File: src/rtl/rr_grant_if.sv
// Request/grant bundle between the requesters and the round-robin grant sequencer.
interface rr_grant_if #(
    parameter int N_REQ = 8,
    parameter int IDX_W = 3
);
    logic             arb_en;
    logic [N_REQ-1:0] req;
    logic             grant_valid;
    logic [IDX_W-1:0] grant_idx;
    logic [N_REQ-1:0] grant_onehot;
    logic             preempt;

    // master: requester side; slave: the arbiter
    modport master (
        output arb_en, req,
        input  grant_valid, grant_idx, grant_onehot, preempt
    );

    modport slave (
        input  arb_en, req,
        output grant_valid, grant_idx, grant_onehot, preempt
    );
endinterface

File: src/rtl/rr_grant_sequencer.sv
// Round-robin sequencer for one shared bus: bounded tenure, one dead cycle between owners.
//   state | meaning
//   IDLE  | bus free, arbitrate when arb_en and any request
//   GRANT | grant_idx owns the bus, tenure counted in hold_cnt
//   GAP   | single dead cycle after an owner leaves, then arbitrate
module rr_grant_sequencer #(
    parameter int N_REQ    = 8,
    parameter int IDX_W    = 3,
    parameter int MAX_HOLD = 16
) (
    input  logic        clk,
    input  logic        rst_n,
    rr_grant_if.slave   bus
);
    localparam int HOLD_W = $clog2(MAX_HOLD);
    localparam logic [HOLD_W-1:0] HOLD_SAT = HOLD_W'(MAX_HOLD - 1);

    typedef enum logic [1:0] {IDLE, GRANT, GAP} state_t;

    state_t            state, state_nxt;
    logic [HOLD_W-1:0] hold_cnt, hold_cnt_nxt;
    logic [IDX_W-1:0]  last_idx, last_idx_nxt;
    logic              grant_valid_nxt;
    logic [IDX_W-1:0]  grant_idx_nxt;
    logic [N_REQ-1:0]  grant_onehot_nxt;
    logic              preempt_nxt;
    logic              win_found;
    logic [IDX_W-1:0]  win_idx;
    logic              rel_cond;
    logic              oth_pend;

    // last_idx itself is scanned last, so a previous owner only wins when alone
    always_comb begin
        win_found = 1'b0;
        win_idx   = '0;
        for (int k = 1; k <= N_REQ; k++) begin
            if (!win_found && bus.req[last_idx + IDX_W'(k)]) begin
                win_found = 1'b1;
                win_idx   = last_idx + IDX_W'(k);
            end
        end
    end

    always_comb begin
        state_nxt        = state;
        hold_cnt_nxt     = hold_cnt;
        last_idx_nxt     = last_idx;
        grant_valid_nxt  = bus.grant_valid;
        grant_idx_nxt    = bus.grant_idx;
        grant_onehot_nxt = bus.grant_onehot;
        preempt_nxt      = 1'b0;
        rel_cond         = !bus.req[bus.grant_idx];
        oth_pend         = |(bus.req & ~bus.grant_onehot);

        case (state)
            IDLE, GAP: begin
                state_nxt        = IDLE;
                grant_valid_nxt  = 1'b0;
                grant_onehot_nxt = '0;
                hold_cnt_nxt     = '0;
                if (bus.arb_en && win_found) begin
                    state_nxt        = GRANT;
                    grant_valid_nxt  = 1'b1;
                    grant_idx_nxt    = win_idx;
                    grant_onehot_nxt = N_REQ'(1) << win_idx;
                end
            end
            GRANT: begin
                if (rel_cond || (hold_cnt == HOLD_SAT && oth_pend)) begin
                    state_nxt        = GAP;
                    grant_valid_nxt  = 1'b0;
                    grant_onehot_nxt = '0;
                    last_idx_nxt     = bus.grant_idx;
                    hold_cnt_nxt     = '0;
                    preempt_nxt      = !rel_cond;
                end else if (hold_cnt != HOLD_SAT) begin
                    hold_cnt_nxt = hold_cnt + 1'b1;
                end
            end
            default: state_nxt = IDLE;
        endcase
    end

    always_ff @(posedge clk or negedge rst_n) begin
        if (!rst_n) begin
            state            <= IDLE;
            hold_cnt         <= '0;
            last_idx         <= IDX_W'(N_REQ - 1);
            bus.grant_valid  <= 1'b0;
            bus.grant_idx    <= '0;
            bus.grant_onehot <= '0;
            bus.preempt      <= 1'b0;
        end else begin
            state            <= state_nxt;
            hold_cnt         <= hold_cnt_nxt;
            last_idx         <= last_idx_nxt;
            bus.grant_valid  <= grant_valid_nxt;
            bus.grant_idx    <= grant_idx_nxt;
            bus.grant_onehot <= grant_onehot_nxt;
            bus.preempt      <= preempt_nxt;
        end
    end
endmodule

File: src/flat_wrapper.sv
// flat-port wrapper written by rule: the top's interface ports become plain ports
module rr_grant_sequencer_flat 
#(
    parameter int N_REQ    = 8,
    parameter int IDX_W    = 3,
    parameter int MAX_HOLD = 16
)
  (clk, rst_n, bus_arb_en, bus_req, bus_grant_valid, bus_grant_idx, bus_grant_onehot, bus_preempt);
  rr_grant_if #(.N_REQ(N_REQ), .IDX_W(IDX_W)) bus_i ();
  input  logic clk;
  input  logic rst_n;
  input wire logic [$bits(bus_i.arb_en)-1:0] bus_arb_en;
  input wire logic [$bits(bus_i.req)-1:0] bus_req;
  output wire logic [$bits(bus_i.grant_valid)-1:0] bus_grant_valid;
  output wire logic [$bits(bus_i.grant_idx)-1:0] bus_grant_idx;
  output wire logic [$bits(bus_i.grant_onehot)-1:0] bus_grant_onehot;
  output wire logic [$bits(bus_i.preempt)-1:0] bus_preempt;
  assign bus_i.arb_en = bus_arb_en;
  assign bus_i.req = bus_req;
  assign bus_grant_valid = bus_i.grant_valid;
  assign bus_grant_idx = bus_i.grant_idx;
  assign bus_grant_onehot = bus_i.grant_onehot;
  assign bus_preempt = bus_i.preempt;
  rr_grant_sequencer #(.N_REQ(N_REQ), .IDX_W(IDX_W), .MAX_HOLD(MAX_HOLD)) u_core (.clk(clk), .rst_n(rst_n), .bus(bus_i));
endmodule
File: config.mk
export PLATFORM = sky130hd
export DESIGN_NAME = rr_grant_sequencer_flat
export DESIGN_NICKNAME = d
export VERILOG_FILES = /design/src/rtl/rr_grant_if.sv /design/src/rtl/rr_grant_sequencer.sv /design/src/flat_wrapper.sv
export SDC_FILE = /design/constraint.sdc
export NUM_CORES = 1
export LEC_CHECK = 0
export ABC_AREA = 1
export BUFFER_PORTS_ARGS = -buffer_cell sky130_fd_sc_hd__clkbuf_2
export CORE_ASPECT_RATIO = 0.8
export CORE_MARGIN = 5
export CORE_UTILIZATION = 58
export DETAILED_ROUTE_END_ITERATION = 8
export PLACE_DENSITY = 0.8
export SYNTH_ARGS = -nofsm -noshare
export SYNTH_HDL_FRONTEND = slang
export SYNTH_SLANG_ARGS = --single-unit
export TNS_END_PERCENT = 10
File: constraint.sdc
create_clock -name clk -period 3.1 [get_ports clk]
set_input_delay 0.93 -clock clk [delete_from_list [all_inputs] [get_ports clk]]
set_output_delay 0.93 -clock clk [all_outputs]
set_load 0.02 [all_outputs]
Word-level counts from Yosys, hierarchy flattened
Index checks and enable logic that the tools add are counted.

Output and inout bits: 13. Logic and storage cells: 107. Bits of input ports: 11. Register bits after elaboration: 22.

Equal/unequal tests: 6. Bitwise operators: 2. $add $sub $neg: 8. Mux-type cells: 48. Shift-type cells: 1. Reduce and logical (&&, ||, !) cells: 26. Magnitude comparators: 9.

Operators with widths (count): $lt 3x4->1 const B (9); $bmux 1 s3 (9); $mux 3 (8); $mux 1 (22); $mux 8 (2); $pmux 8 s2 (1); $add 3x3->3 const B (4); $logic_and 1x1->1 (9); $and 8x8->8 (1); $logic_not 1->1 (8); $mux 4 (2); $not 8->8 (1); $pmux 4 s2 (1); $reduce_and 2->1 (4); $reduce_or 8->1 (1); $shl 1x3->8 const A (1); $add 3x2->3 const B (2); $add 4x1->4 const B (1); $eq 4x4->1 const B (1); $ne 4x4->1 const B (1); $pmux 2 s2 (1); $add 3x1->3 const B (1); $ne 3x1->1 const B (1); $eq 2x1->1 const B (1); 8 further kinds (8).

Longest topological paths before layout
Word-level depth: 28. Mapped depth: 18. Mapped depth without buffers: 17.

Worst setup path before layout
OpenSTA, ideal clock, no wires.

Path type: reg-to-reg. Start: register u_core.last_idx[1]. End: register u_core.bus.grant_onehot[4]. Arrival time: 2437 ps. Path buffers: 1. Clock period less this slack: 2503 ps. Setup slack: 597 ps. Library setup time: 65 ps. Cell stages (with the launch flop): 17. Data required time: 3035 ps. Path through: dfstp_2 buf_4 inv_2 ha_1 inv_1 nand3_1 nand3_2 nand2_4 nor2_8 nand4_4 nor2_8 nand3_4 nor2_4 nor2_1 nor2_4 nand2_1 nand2_1.

Cells in the longest elaborated chain, start to end: 28. Elaborated cells on any way between the ends: 57. Those cells by class: 7 x add/sub; 1 x shift; 34 x mux; 15 x reduce/logical.

RTL lines: start, declared (line rr_grant_sequencer.sv:22) `logic [IDX_W-1:0] last_idx, last_idx_nxt;`; start signal, assigned (line rr_grant_sequencer.sv:88) `last_idx <= IDX_W'(N_REQ - 1);`; start signal, assigned (line rr_grant_sequencer.sv:96) `last_idx <= last_idx_nxt;`; $add 3x1->3 (line rr_grant_sequencer.sv:37, rr_grant_sequencer.sv:39); $bmux 1 s3 (line rr_grant_sequencer.sv:37) `if (!win_found && bus.req[last_idx + IDX_W'(k)]) begin`; $mux 1 (not written as such) (line rr_grant_sequencer.sv:37); $mux 1 (line rr_grant_sequencer.sv:37); $logic_not 1->1 (line rr_grant_sequencer.sv:37); $logic_and 1x1->1 (line rr_grant_sequencer.sv:37); $mux 1 (line rr_grant_sequencer.sv:37); $logic_not 1->1 (line rr_grant_sequencer.sv:37); [... 12 more ...]; $logic_and 1x1->1 (line rr_grant_sequencer.sv:37); $mux 1 (line rr_grant_sequencer.sv:37); $logic_not 1->1 (line rr_grant_sequencer.sv:37); $logic_and 1x1->1 (line rr_grant_sequencer.sv:37); $mux 3 or $mux 1 (tied branches) (line rr_grant_sequencer.sv:37); $shl 1x3->8 or $logic_and 1x1->1 (tied branches) (line rr_grant_sequencer.sv:65, rr_grant_sequencer.sv:61); $mux 8 (*) (line rr_grant_sequencer.sv:61) `if (bus.arb_en && win_found) begin`; $pmux 8 s2 (*) (line rr_grant_sequencer.sv:55) `case (state)`; end signal, assigned (line rr_grant_sequencer.sv:99) `bus.grant_onehot <= grant_onehot_nxt;`; end, declared (line rr_grant_if.sv:21) `output grant_valid, grant_idx, grant_onehot, preempt`.

Every way passes the cells marked *; elsewhere a longest branch is shown, timed or not. The select of a mux whose other input is x is not followed. A chain may end at the register's enable or synchronous reset.

Final worst setup path
Start: register u_core.last_idx[0]. End: register u_core.bus.grant_onehot[1].

The elaborated chain is that of the path after synthesis.

==> impl_metrics.py <==
metrics = {
    "run_status": {
        "outcome": "complete, no violations",
    },
    "place": {
        "port_buffers": 23,
        "gp_congestion": 1.02,
        "place_hpwl_um": 3850,
    },
    "clocking": {
        "numCtsBuffers": 3,
        "cts_hold_buf": 0,
        "cts_sinks": 22,
        "clk_pin_slew_ns": 0.08,
        "post_cts_resized": 0,
        "postCtsSetupRepairBufs": 0,
        "cts_tree": "built",
        "clock_latency_ns": 0.27,
        "root_buffer": "clkbuf_8",
        "cts_max_level": 1,
        "cts.path.max_buffers": 2,
    },
    "yosys": {
        "seq_area_frac_synth_pct": 29.7,
        "netlist_instances": 280,
        "postSynth.asyncResetShare_pct": 100,
        "synth_area_um2": 1860,
        "ys.flop_type": "dfrtp_1",
        "synth_seq_cells": 22,
        "yosys-top-cells-area": "dfrtp_1, nand2_1, nand3_1",
        "yosys_warnings": 0,
        "synth_edf_count": 0,
        "syn_nets": 294,
        "yosysUniqueCellTypes": 35,
        "synth_top_cell_area_share_pct": 25.5,
        "post-synth-top-count-cell": "nand2_1",
        "synth_top_cell_by_area": "dfrtp_1",
        "ys_top_cells_by_count": "nand2_1, nand3_1, inv_1",
        "syn_area_per_cell_um2": 6.66,
    },
    "drt": {
        "postRouteWirelength_um": 4740,
        "drt_iter0_drc": 129,
        "ant_nets": 0,
        "drtPass1Iterations": 5,
        "vias": 1867,
        "routed_via_density": 5.41,
        "post_drt_wl_per_cell_um": 13.7,
        "route.detailed.drc": 0,
    },
    "min_path": {
        "holdPathStages": 1,
        "hold_start": "u_core.hold_cnt[3]$_DFFE_PN0P_",
        "holdCritPathClass": "reg -> reg",
        "whs_endpoint": "u_core.hold_cnt[3]$_DFFE_PN0P_",
    },
    "setup_path": {
        "path_delay_family": "simple AND/OR/NAND/NOR gates",
        "cp_common_cell": "nand2_1",
        "critPathLaunchType": "flip-flop",
        "critical-path-slowest-cell": "dfstp_2",
        "arrival_ns": 2.94,
        "rr_endpoint": "u_core.bus.grant_onehot[1]$_DFFE_PN0P_",
        "rrSetupSlack_ns": 0.37,
        "cp.required_ns": 3.31,
        "cp_cell_sequence": "inv_2, ha_1, inv_1, nand3_1, nand3_2, nand2_4, nor2_8, nand4_4, nor2_8, nand3_4, nand3_2, nand2_1, nor2_1, nand2_1, nand2_1",
        "critPathMaxFanout": 12,
        "cp_num_buf_inv": 2,
        "slowest_delay_ns": 0.55,
        "reg2regPathDepth": 15,
        "crit-reg2reg-launch": "u_core.last_idx[0]$_DFFE_PN1P_",
        "worstSetupPathType": "reg -> reg",
        "cp-end-kind": "flip-flop",
    },
    "floorplan": {
        "start_util_pct": 60.4,
        "rows": 18,
        "core_um2": 3090,
        "die_x_um": 73.4,
        "io_pins": 24,
        "dieArea_um2": 4460,
        "die_height_um": 60.7,
    },
    "timing": {
        "setup_viol": 0,
        "fmax_mhz": 366,
        "slew_headroom_pct": 63.8,
        "finalClockSkew_ns": 0.00443,
        "period_needed_ns": 2.73,
        "finalHoldViolCount": 0,
        "rsz0062_at_grt": "no",
        "slew_viol_final": 0,
        "min_period_over_period_pct": 88.2,
        "worst-slew-pin-transition_ns": 0.541,
        "tns_ns": 0,
    },
    "global_routing": {
        "grt_util_all_layers_pct": 24.1,
        "antenna_found_initial": 0,
        "grt_pass1_wl_um": 8140,
        "grt_pass1_vias": 1728,
        "overflow": 0,
        "grt_max_degree": 23,
    },
    "cells_and_area": {
        "diodes": 0,
        "area_growth_pct": 10.9,
        "nets": 320,
        "drive_gt1_share_pct": 19.3,
        "n_fill_cell": 283,
    },
    "run": {
        "cap_violations": 0,
    },
}
-- state kept, by name, summed over array words and instances (netlist names) --
| register | count |
|---|---|
| u_core.last_idx | 3 |
| u_core.bus.grant_valid | 1 |
| u_core.bus.grant_onehot | 8 |
| u_core.bus.preempt | 1 |
| u_core.hold_cnt | 4 |
| u_core.state | 2 |
| u_core.bus.grant_idx | 3 |
-- metal layers --
layer | share of wire (%) | GRT usage (%) | routed length [um]
met1 | 46 | 35.7 | 2180
met4 | 0.93 | 5.68 | 44
met5 | 0 | 0 | 0
met3 | 9.3 | 4.97 | 439
met2 | 44 | 36.4 | 2080
-- stage by stage --
stage	std cells	utilization [%]	area [um2]	hold WS (ns)	worst slack [ns]
after floorplan	280	-	1860	0.435	0.597
after global routing	345	67.0	2070	0.486	0.0811
after global placement	340	65.0	2010	0.454	0.296
final	345	67.0	2070	0.471	0.366
after CTS	344	66.8	2060	0.473	0.234
after detailed placement	340	65.0	2010	0.461	0.252
-- how the worst max path moves through the flow --
stage                                   startpoint                                      to  cells after the start
floorplan           u_core.last_idx[1]$_DFFE_PN1P_  u_core.bus.grant_onehot[4]$_DFFE_PN0P_                     16
global placement    u_core.last_idx[1]$_DFFE_PN1P_  u_core.bus.grant_onehot[1]$_DFFE_PN0P_                     13
detailed placement  u_core.last_idx[1]$_DFFE_PN1P_  u_core.bus.grant_onehot[1]$_DFFE_PN0P_                     15
CTS                 u_core.last_idx[1]$_DFFE_PN1P_  u_core.bus.grant_onehot[1]$_DFFE_PN0P_                     13
global route        u_core.last_idx[0]$_DFFE_PN1P_  u_core.bus.grant_onehot[1]$_DFFE_PN0P_                     17
finish              u_core.last_idx[0]$_DFFE_PN1P_  u_core.bus.grant_onehot[1]$_DFFE_PN0P_                     15
-- final cells by class --
cell class / instances / area (um2) / share of cell area, %
inverters: 34 / 128 / 6.17
repair buffers: 26 / 138 / 6.65
multi-input cells: 219 / 1140 / 55.3
flip-flops and latches: 22 / 554 / 26.8
well taps: 40 / 50.0 / 2.42
clock buffers: 4 / 55.1 / 2.66
-- cell usage in the layout (no fill, tap or decap), drive strengths merged --
cell	count
o21ai	13
nand2	105
nand4	6
nor2	28
o21bai	2
a21o	1
inv	33
dfrtp	19
clkbuf	27
buf	3
a31oi	1
nor3	2
a21oi	7
clkinv	1
o22ai	4
dfstp	3
xnor2	3
o211ai	2
xor2	1
nor3b	1
ha	3
nand3	40
-- cell families after synthesis --
logic type	count (synthesis)	share of synthesized area, %
and+or+nand+nor	182	47.6
buffers and inverters	39	8.93
xor gates and xnor gates	4	2.68
AOI/OAI and AO/OA	30	9.06
DFF	22	29.7
adders and majority gates	3	2.01
Power is left out: the tool's default activity adds up to more than one toggle a clock period on the data nets, which glitch-free logic cannot reach.
